File: config.mk
export PLATFORM = sky130hd
export DESIGN_NAME = iob_fifo_rd_stream
export DESIGN_NICKNAME = d
export VERILOG_FILES = /design/src/rtl/iob_fifo_rd_stream.sv
export SDC_FILE = /design/constraint.sdc
export NUM_CORES = 1
export LEC_CHECK = 0
export ABC_CLOCK_PERIOD_IN_PS = 4000
export BUFFER_PORTS_ARGS = -buffer_cell sky130_fd_sc_hd__buf_2
export CORE_AREA = 5 5 120 122
export DETAILED_ROUTE_END_ITERATION = 8
export DIE_AREA = 0 0 125 127
export GPL_TIMING_DRIVEN = 0
export PLACE_DENSITY = 0.83
export SLEW_MARGIN = 20
export SYNTH_ARGS = -nofsm -noshare
export SYNTH_HDL_FRONTEND = slang
export SYNTH_SLANG_ARGS = --single-unit
File: constraint.sdc
create_clock -name clk -period 4 [get_ports clk]
set_clock_uncertainty 0.05 [all_clocks]
set_input_delay 0.6 -clock clk [delete_from_list [all_inputs] [get_ports clk]]
set_output_delay 0.6 -clock clk [all_outputs]
set_load 0.01 [all_outputs]
File: src/rtl/iob_fifo_rd_stream.sv
// Read-side drain engine: pops a programmed number of words from a 1-cycle-latency
// FIFO read port and re-times them onto a valid/ready stream with a last marker.
module iob_fifo_rd_stream #(
  parameter int unsigned DATA_W = 32,
  parameter int unsigned LEN_W  = 16
) (
  input  logic              clk,
  input  logic              rst,
  input  logic              start,
  input  logic [LEN_W-1:0]  len,
  output logic              busy,
  output logic              done,
  output logic [LEN_W-1:0]  word_cnt,
  input  logic              fifo_empty,
  output logic              fifo_read_en,
  input  logic [DATA_W-1:0] fifo_data,
  output logic              m_valid,
  input  logic              m_ready,
  output logic [DATA_W-1:0] m_data,
  output logic              m_last
);

  localparam int unsigned DEPTH  = 3;
  localparam int unsigned PTR_W  = 2;
  localparam int unsigned CRED_W = 3;

  typedef enum logic [1:0] {IDLE, RUN, DRAIN} state_t;

  state_t             state;
  logic [LEN_W-1:0]   len_q;
  logic [LEN_W-1:0]   issued;
  logic               inflight;
  logic [PTR_W-1:0]   wr_ptr;
  logic [PTR_W-1:0]   rd_ptr;
  logic [PTR_W-1:0]   occ;
  logic [DATA_W-1:0]  buf_q [DEPTH];
  logic               credit_ok;
  logic               push;
  logic               pop;

  function automatic logic [PTR_W-1:0] ptr_inc(input logic [PTR_W-1:0] p);
    return (p == PTR_W'(DEPTH - 1)) ? '0 : p + PTR_W'(1);
  endfunction

  // A read is only issued when the buffer has room for it plus any word still in flight.
  assign credit_ok    = (CRED_W'(occ) + CRED_W'(inflight)) < CRED_W'(DEPTH);
  assign fifo_read_en = (state == RUN) & ~fifo_empty & credit_ok & (issued < len_q);

  assign push    = inflight;
  assign m_valid = (occ != '0);
  assign pop     = m_valid & m_ready;
  assign m_data  = buf_q[rd_ptr];
  assign m_last  = m_valid & (word_cnt == len_q - LEN_W'(1));

  // Output buffer storage; contents are don't-care after reset.
  always_ff @(posedge clk) begin
    if (push) begin
      buf_q[wr_ptr] <= fifo_data;
    end
  end

  // Control FSM, buffer pointers and counters.
  always_ff @(posedge clk) begin
    if (!rst) begin
      state    <= IDLE;
      busy     <= 1'b0;
      done     <= 1'b0;
      word_cnt <= '0;
      len_q    <= '0;
      issued   <= '0;
      inflight <= 1'b0;
      wr_ptr   <= '0;
      rd_ptr   <= '0;
      occ      <= '0;
    end else begin
      done     <= 1'b0;
      inflight <= fifo_read_en;

      if (push) begin
        wr_ptr <= ptr_inc(wr_ptr);
      end
      if (pop) begin
        rd_ptr   <= ptr_inc(rd_ptr);
        word_cnt <= word_cnt + LEN_W'(1);
      end
      unique case ({push, pop})
        2'b10:   occ <= occ + PTR_W'(1);
        2'b01:   occ <= occ - PTR_W'(1);
        default: occ <= occ;
      endcase

      if (fifo_read_en) begin
        issued <= issued + LEN_W'(1);
      end

      unique case (state)
        IDLE: begin
          if (start) begin
            word_cnt <= '0;
            if (len != '0) begin
              len_q  <= len;
              issued <= '0;
              busy   <= 1'b1;
              state  <= RUN;
            end else begin
              done <= 1'b1;
            end
          end
        end
        RUN: begin
          if (fifo_read_en && (issued + LEN_W'(1) == len_q)) begin
            state <= DRAIN;
          end
        end
        DRAIN: begin
          if (pop && m_last) begin
            busy  <= 1'b0;
            done  <= 1'b1;
            state <= IDLE;
          end
        end
        default: state <= IDLE;
      endcase
    end
  end

endmodule

==> results by group, run 1 <==
Outcome
  • Status: finished, final reports clean

CTS
  • Worst skew pair latency: 420 ps
  • Clk slew on worst S/H paths: 60 ps
  • CTS Buffer Depth: 2
  • TritonCTS clock tree: yes
  • CTS sink count: 157
  • Cts bufs inserted: 17
  • # hold bufs at CTS: 0
  • Clock Tree Root: clkbuf_16
  • CTS H-tree lvls: 4

Hold path
  • HP Class: input port to register

Timing
  • Slew Limit Fails: 0
  • Worst slew pin tran: 814.1 ps
  • Final hold vios: 0
  • Finish-stage setup viols: 0
  • RSZ-0062 raised after global routing: no
  • Final Cycle Share: 95.06%
  • Fmax: 263.0 MHz
  • Slew HR: 45.73%
  • Minimum clock period: 3802 ps

Routing
  • First-iteration detailed-routing DRC count: 333
  • Drt total wl: 16,660 µm
  • Avg WL per Cell: 16.48 µm
  • Routed Antenna Nets: 0
  • Via density: 5.533
  • DRC: 0
  • Total iterations of the first detailed-routing run: 5
  • Vias: 5,594

Synthesis
  • Cell with the most instances after synthesis: edfxtp_1
  • Multiplexer area fraction after synthesis: 5.271%
  • Synth Area in Compound Gates: 7.772%
  • Synth unique cells: 54
  • Fraction of the mapped netlist area in adder cells: 3.717%
  • Share of the synthesized area in the top cell type: 38.93%
  • Predominant post-synthesis flop cell: edfxtp_1
  • Synthesized instance count: 689
  • Synth Cell Area: 7406 µm²
  • Largest family of logic cells by synthesized area: simple AND/OR/NAND/NOR gates
  • Ys async rst share: 0%
  • Register area share after synthesis: 55.41%
  • Syn Nets: 764
  • Synth top cells by count: 96 x edfxtp_1, 80 x nor2_1, 64 x nand2_1
  • #FFs+latches synth: 157
  • Synth Area in Simple Gates: 16.42%
  • Area leader, netlist: edfxtp_1
  • Yosys warning total: 0
  • Top area cells in the synthesized netlist: edfxtp_1 39%, dfxtp_1 16%, mux2i_1 5.3%
  • Synth Area in XOR/XNOR: 8.397%
  • Avg Synthesized Cell Area: 10.75 µm²
  • Post-synth EDFFs: 96

Worst setup path
  • R2r setup slk: 960 ps
  • Type of the worst setup path: register to primary output
  • CP delay by family, top: compound AO/OA/AOI/OAI gates
  • Crit-path cells: inv_1 -> ha_1 -> a221oi_1 -> o211ai_1 -> a311oi_4 -> clkbuf_1 -> buf_2
  • CP peak stage delay: 560 ps
  • CP Buf/Inv Count: 3
  • Highest-delay cell along the critical path: a311oi_4
  • CP max FO: 10
  • CP Capture Type: primary output
  • Setup crit start kind: register
  • WP data arrival: 3150 ps
  • Worst endpoint required time: 3350 ps

Floorplanning
  • Die Area: 15,880 µm²
  • Initial Utilization: 56.60%
  • Placeable Area: 13,090 µm²
  • Ports: 106
  • Row count: 42
  • Chip width: 125 µm
  • Die boundary height: 127 µm

GRT
  • Initial antenna violation count: 0
  • Number of global-route vias before repair: 5,477
  • Overall Global Routing Usage: 21.33%
  • Largest net degree at the start of global routing: 25
  • Grt total ovfl: 0
  • First-pass GRT wire length: 27,080 µm

Layout
  • Nets: 897
  • Layout cells sized above 1: 19.16%
  • Post-layout util: 67.73%
  • Ant diodes: 0
  • Area added between synthesis and finish: 19.67%

Run
  • Max-Cap Viols: 0

Power
  • PwrDens: 427.9 nW/µm²
  • Combinational Power Share: 10.7%
  • Leakage: 0.003246 µW
  • Clock power frac: 42.6%
  • Sw power: 896.6 µW
  • Sw Ratio: 23.64%
  • Part of the power in registers: 46.7%
  • Int Pwr: 2896 µW
  • Final Power: 3792 µW
  • Maximum VDD drop: 0.2699 mV

Place
  • Detail Placement HPWL: 12,080 µm
  • Port buffer count: 105
  • GP Congestion: 0.9177
## power groups by stage
| stage | sequential (µW) | clock (µW) | combinational (µW) |
|---|---|---|---|
| 2_1_floorplan | 1800 | 0 | 265 |
| 3_3_place_gp | 1800 | 0 | 385 |
| 3_5_place_dp | 1800 | 0 | 396 |
| 4_1_cts | 1770 | 1640 | 402 |
| 5_1_grt | 1770 | 1720 | 446 |
| 6_report | 1770 | 1620 | 406 |
## repair_timing
action | 4_1_cts | 5_1_grt
resized for setup | 0 | 1
endpoints found under the setup margin | 0 | 1
endpoints found under the hold margin | 0 | 0
setup buffers | 0 | 0
## placed cells by master, fill, tap and decap left out, drive strengths merged, types with 3 or more instances in the layout
cell type	n
inv	22
xor2	36
nand2	64
clkinvlp	3
nor4	11
or3	4
bufinv	3
mux2i	39
dfxtp	61
edfxtp	96
a31oi	4
nor3b	3
nor2	80
o21ai	44
ha	22
o211ai	4
and2	4
nor3	13
a21oi	28
clkbuf	47
xnor2	35
buf	119
nand3	18
nand4	22
nand2b	4
clkinv	8
nor2b	6
and3	6
## kinds of logic after synthesis
group	count (synthesis)
multiplexers	39
XOR/XNOR	71
AO/OA/AOI/OAI	99
flip-flops	157
adder cells (fa/ha/maj)	22
AND/OR/NAND/NOR	245
buffers and inverters	56
## sequential cells by signal, indices dropped and copies added, names as in the netlist, named ones only
name	flops
busy	1
occ	2
inflight	1
len_q	16
done	1
wr_ptr	2
state	2
rd_ptr	2
issued	16
buf_q	96
word_cnt	16
## final timing paths
kind	to	depth (start not counted)	from
hold / removal	buf_q[2][16]	1	fifo_data[16]
hold reg to reg	rd_ptr[1]	2	rd_ptr[0]
setup / recovery	fifo_read_en	7	len_q[15]
setup reg to reg	issued[11]	9	len_q[15]
## metal layers
metal,vias to the layer above,part of all wire [%],GRT usage (%)
met5,-,0,0
met4,0,1.3,6.760
met3,20,6.9,5.342
met2,211,50,37.17
met1,2631,42,26.26
li1,2732,-,-
## area by class of cell
class | count | area (µm²)
Clock inverter | 14 | 168.9
Clock buffer | 18 | 429.2
Multi-Input combinational cell | 476 | 3108
Timing Repair Buffer | 114 | 609.3
Fill cell | 971 | 4223
Inverter | 22 | 82.58
Buffer | 34 | 140.1
Sequential cell | 157 | 4104
Tap cell | 176 | 220.2
## metrics by stage
stage	area, µm²	setup TNS [ps]	hold WS [ps]	instances	worst slack [ps]
after floorplan	7406	0	410.0	689	618.3
after global placement	8152	-48850	441.9	970	-876.8
after detailed placement	8253	0	449.1	979	566.8
after CTS	8851	0	312.7	1011	94.31
after global routing	8862	0	302.0	1011	23.54
final	8862	0	331.6	1011	197.6
(Power assumes the default switching activity.)
==> inputs of run 2 (changes only) <==
--- a/config.mk
+++ b/config.mk
@@ -11,7 +11,7 @@
 export DETAILED_ROUTE_END_ITERATION = 8
 export DIE_AREA = 0 0 125 127
 export GPL_TIMING_DRIVEN = 0
-export PLACE_DENSITY = 0.83
+export PLACE_DENSITY = 0.79
 export SLEW_MARGIN = 20
 export SYNTH_ARGS = -nofsm -noshare
 export SYNTH_HDL_FRONTEND = slang
==> results by group, run 2 (synthesized netlist as in run 1, its figures left out) <==
Layout
  • Commonest non-fill, non-tap cell in the layout: buf_2
  • Layout Cells excl Fill: 1,009
  • Area added between synthesis and finish: 19.80%
  • Layout cells sized above 1: 19.21%
  • Commonest cells after routing, fill and taps aside: 106 x buf_2, 96 x edfxtp_1, 79 x nor2_1, 64 x nand2_1, 61 x dfxtp_1
  • Ant diodes: 0
  • Nets: 895
  • Max reg flops: 96
  • Reg with most FFs: buf_q

Timing
  • Final Cycle Share: 95.95%
  • Final hold vios: 0
  • Slew HR: 49.38%
  • RSZ-0062 raised after global routing: no
  • Minimum clock period: 3838 ps
  • Slew Limit Fails: 0
  • Fmax: 260.6 MHz
  • Finish-stage setup viols: 0
  • Worst slew pin tran: 759.2 ps

GRT
  • Number of global-route vias before repair: 5,584
  • Overall Global Routing Usage: 22.26%
  • Largest net degree at the start of global routing: 23
  • Grt total ovfl: 0
  • Met2 global-route usage: 38.34%
  • First-pass GRT wire length: 28,350 µm
  • GR Util met1: 27.95%
  • Gr busiest metal: met2
  • GR Util met3: 4.967%
  • Initial antenna violation count: 0

Place
  • Placed Cells: 977
  • Detail Placement HPWL: 12,890 µm
  • GP Congestion: 0.9002
  • Port buffer count: 105

Floorplanning
  • Die Area: 15,880 µm²
  • Initial Utilization: 56.60%
  • Ports: 106
  • Placeable Area: 13,090 µm²
  • Row count: 42
  • Die boundary height: 127 µm
  • Chip width: 125 µm

Worst setup path
  • Worst R2R Path Depth: 11
  • WP data arrival: 3190 ps
  • Type of the worst setup path: register to primary output
  • Critical Path End: fifo_read_en
  • CP Capture Type: primary output
  • R2r setup slk: 880 ps
  • Setup crit start kind: register
  • CP max FO: 10
  • CP startpoint: len_q[9]
  • Crit-path cells: clkbuf_1 -> inv_1 -> ha_1 -> a21o_1 -> nand3_1 -> a21oi_1 -> a311oi_2 -> clkbuf_2 -> buf_2
  • Reg2reg start: len_q[9]
  • R2R Path End: issued[11]
  • Worst endpoint required time: 3350 ps
  • Highest-delay cell along the critical path: a311oi_2
  • CP peak stage delay: 630 ps

Power
  • PwrDens: 435.8 nW/µm²
  • Clock power frac: 43.7%
  • Maximum VDD drop: 0.2544 mV
  • Leakage: 0.003261 µW
  • Part of the power in registers: 45.8%
  • Final Power: 3866 µW
  • Sw power: 902.8 µW
  • Int Pwr: 2963 µW
  • Combinational Power Share: 10.5%
  • Sw Ratio: 23.35%

Routing
  • Total iterations of the first detailed-routing run: 5
  • DRC: 0
  • Drt total wl: 17,570 µm
  • First-iteration detailed-routing DRC count: 475
  • Via density: 5.677
  • Vias: 5,728
  • Routed Antenna Nets: 0
  • Avg WL per Cell: 17.41 µm

CTS
  • # hold bufs at CTS: 0
  • Clock Tree Root: clkbuf_16
  • CTS Buffer Depth: 2
  • Post-CTS setup buffer count: 0
  • Worst skew pair latency: 420 ps
  • CTS H-tree lvls: 4
  • Cts bufs inserted: 17
  • TritonCTS clock tree: yes
  • CTS sink count: 157
  • Clk slew on worst S/H paths: 60 ps
  • Post-CTS Resized: 1

Hold path
  • HP Class: input port to register

Run
  • Max-Cap Viols: 0

Outcome
  • Status: finished, final reports clean
[run 2: per-stage QoR]
stage / utilization, % / worst slack [ps] / cell area, µm² / hold WS, ps / setup TNS [ps]
floorplan: - / 618.3 / 7406 / 410.0 / 0
global placement: 62.30 / -851.4 / 8152 / 424.0 / -47320
detailed placement: 63.04 / 476.8 / 8249 / 446.8 / 0
CTS: 67.80 / 159.7 / 8872 / 314.9 / 0
global route: 67.80 / 40.63 / 8872 / 315.4 / 0
finish: 67.80 / 162.2 / 8872 / 330.1 / 0
[run 2: routing by layer]
metal | share of wire [%] | vias to the layer above | wire, µm
met4 | 2.3 | 0 | 397
met5 | 0 | - | 0
met3 | 6.5 | 36 | 1136
met2 | 49 | 230 | 8651
li1 | - | 2736 | -
met1 | 42 | 2726 | 7383
[run 2: final cells by class]
type	count	area [µm²]
well taps	176	220.2
flip-flops and latches	157	4104
repair buffers	112	605.6
clock inverters	13	188.9
multi-input cells	476	3097
fillers	957	4213
clock buffers	19	432.9
inverters	22	82.58
plain buffers	34	141.4
[run 2: worst min path at each step]
stage                              from           end  slack, ps  cells past startpoint
after global placement        rd_ptr[0]     rd_ptr[1]        420                      2
after CTS                  fifo_data[1]   buf_q[1][1]        310                      1
after global routing      fifo_data[24]  buf_q[2][24]        320                      1
final                     fifo_data[27]  buf_q[1][27]        330                      1
after detailed placement      rd_ptr[1]      register        450                      2
after floorplan               rd_ptr[0]      register        410                      2
[run 2: power by group through the flow]
| stage | sequential (µW) | combinational [µW] | clock [µW] |
|---|---|---|---|
| after floorplan | 1800 | 265 | 0 |
| after global placement | 1800 | 386 | 0 |
| after detailed placement | 1800 | 402 | 0 |
| after CTS | 1770 | 406 | 1710 |
| after global routing | 1770 | 448 | 1790 |
| final | 1770 | 407 | 1690 |
[run 2: critical path, delay by kind of cell (launching register included)]
kind / cells / cell delay [ps]
compound gates: 3 / 880
simple gates: 1 / 80
buf+inv: 4 / 1160
flops: 1 / 300
fa+ha+maj: 1 / 340
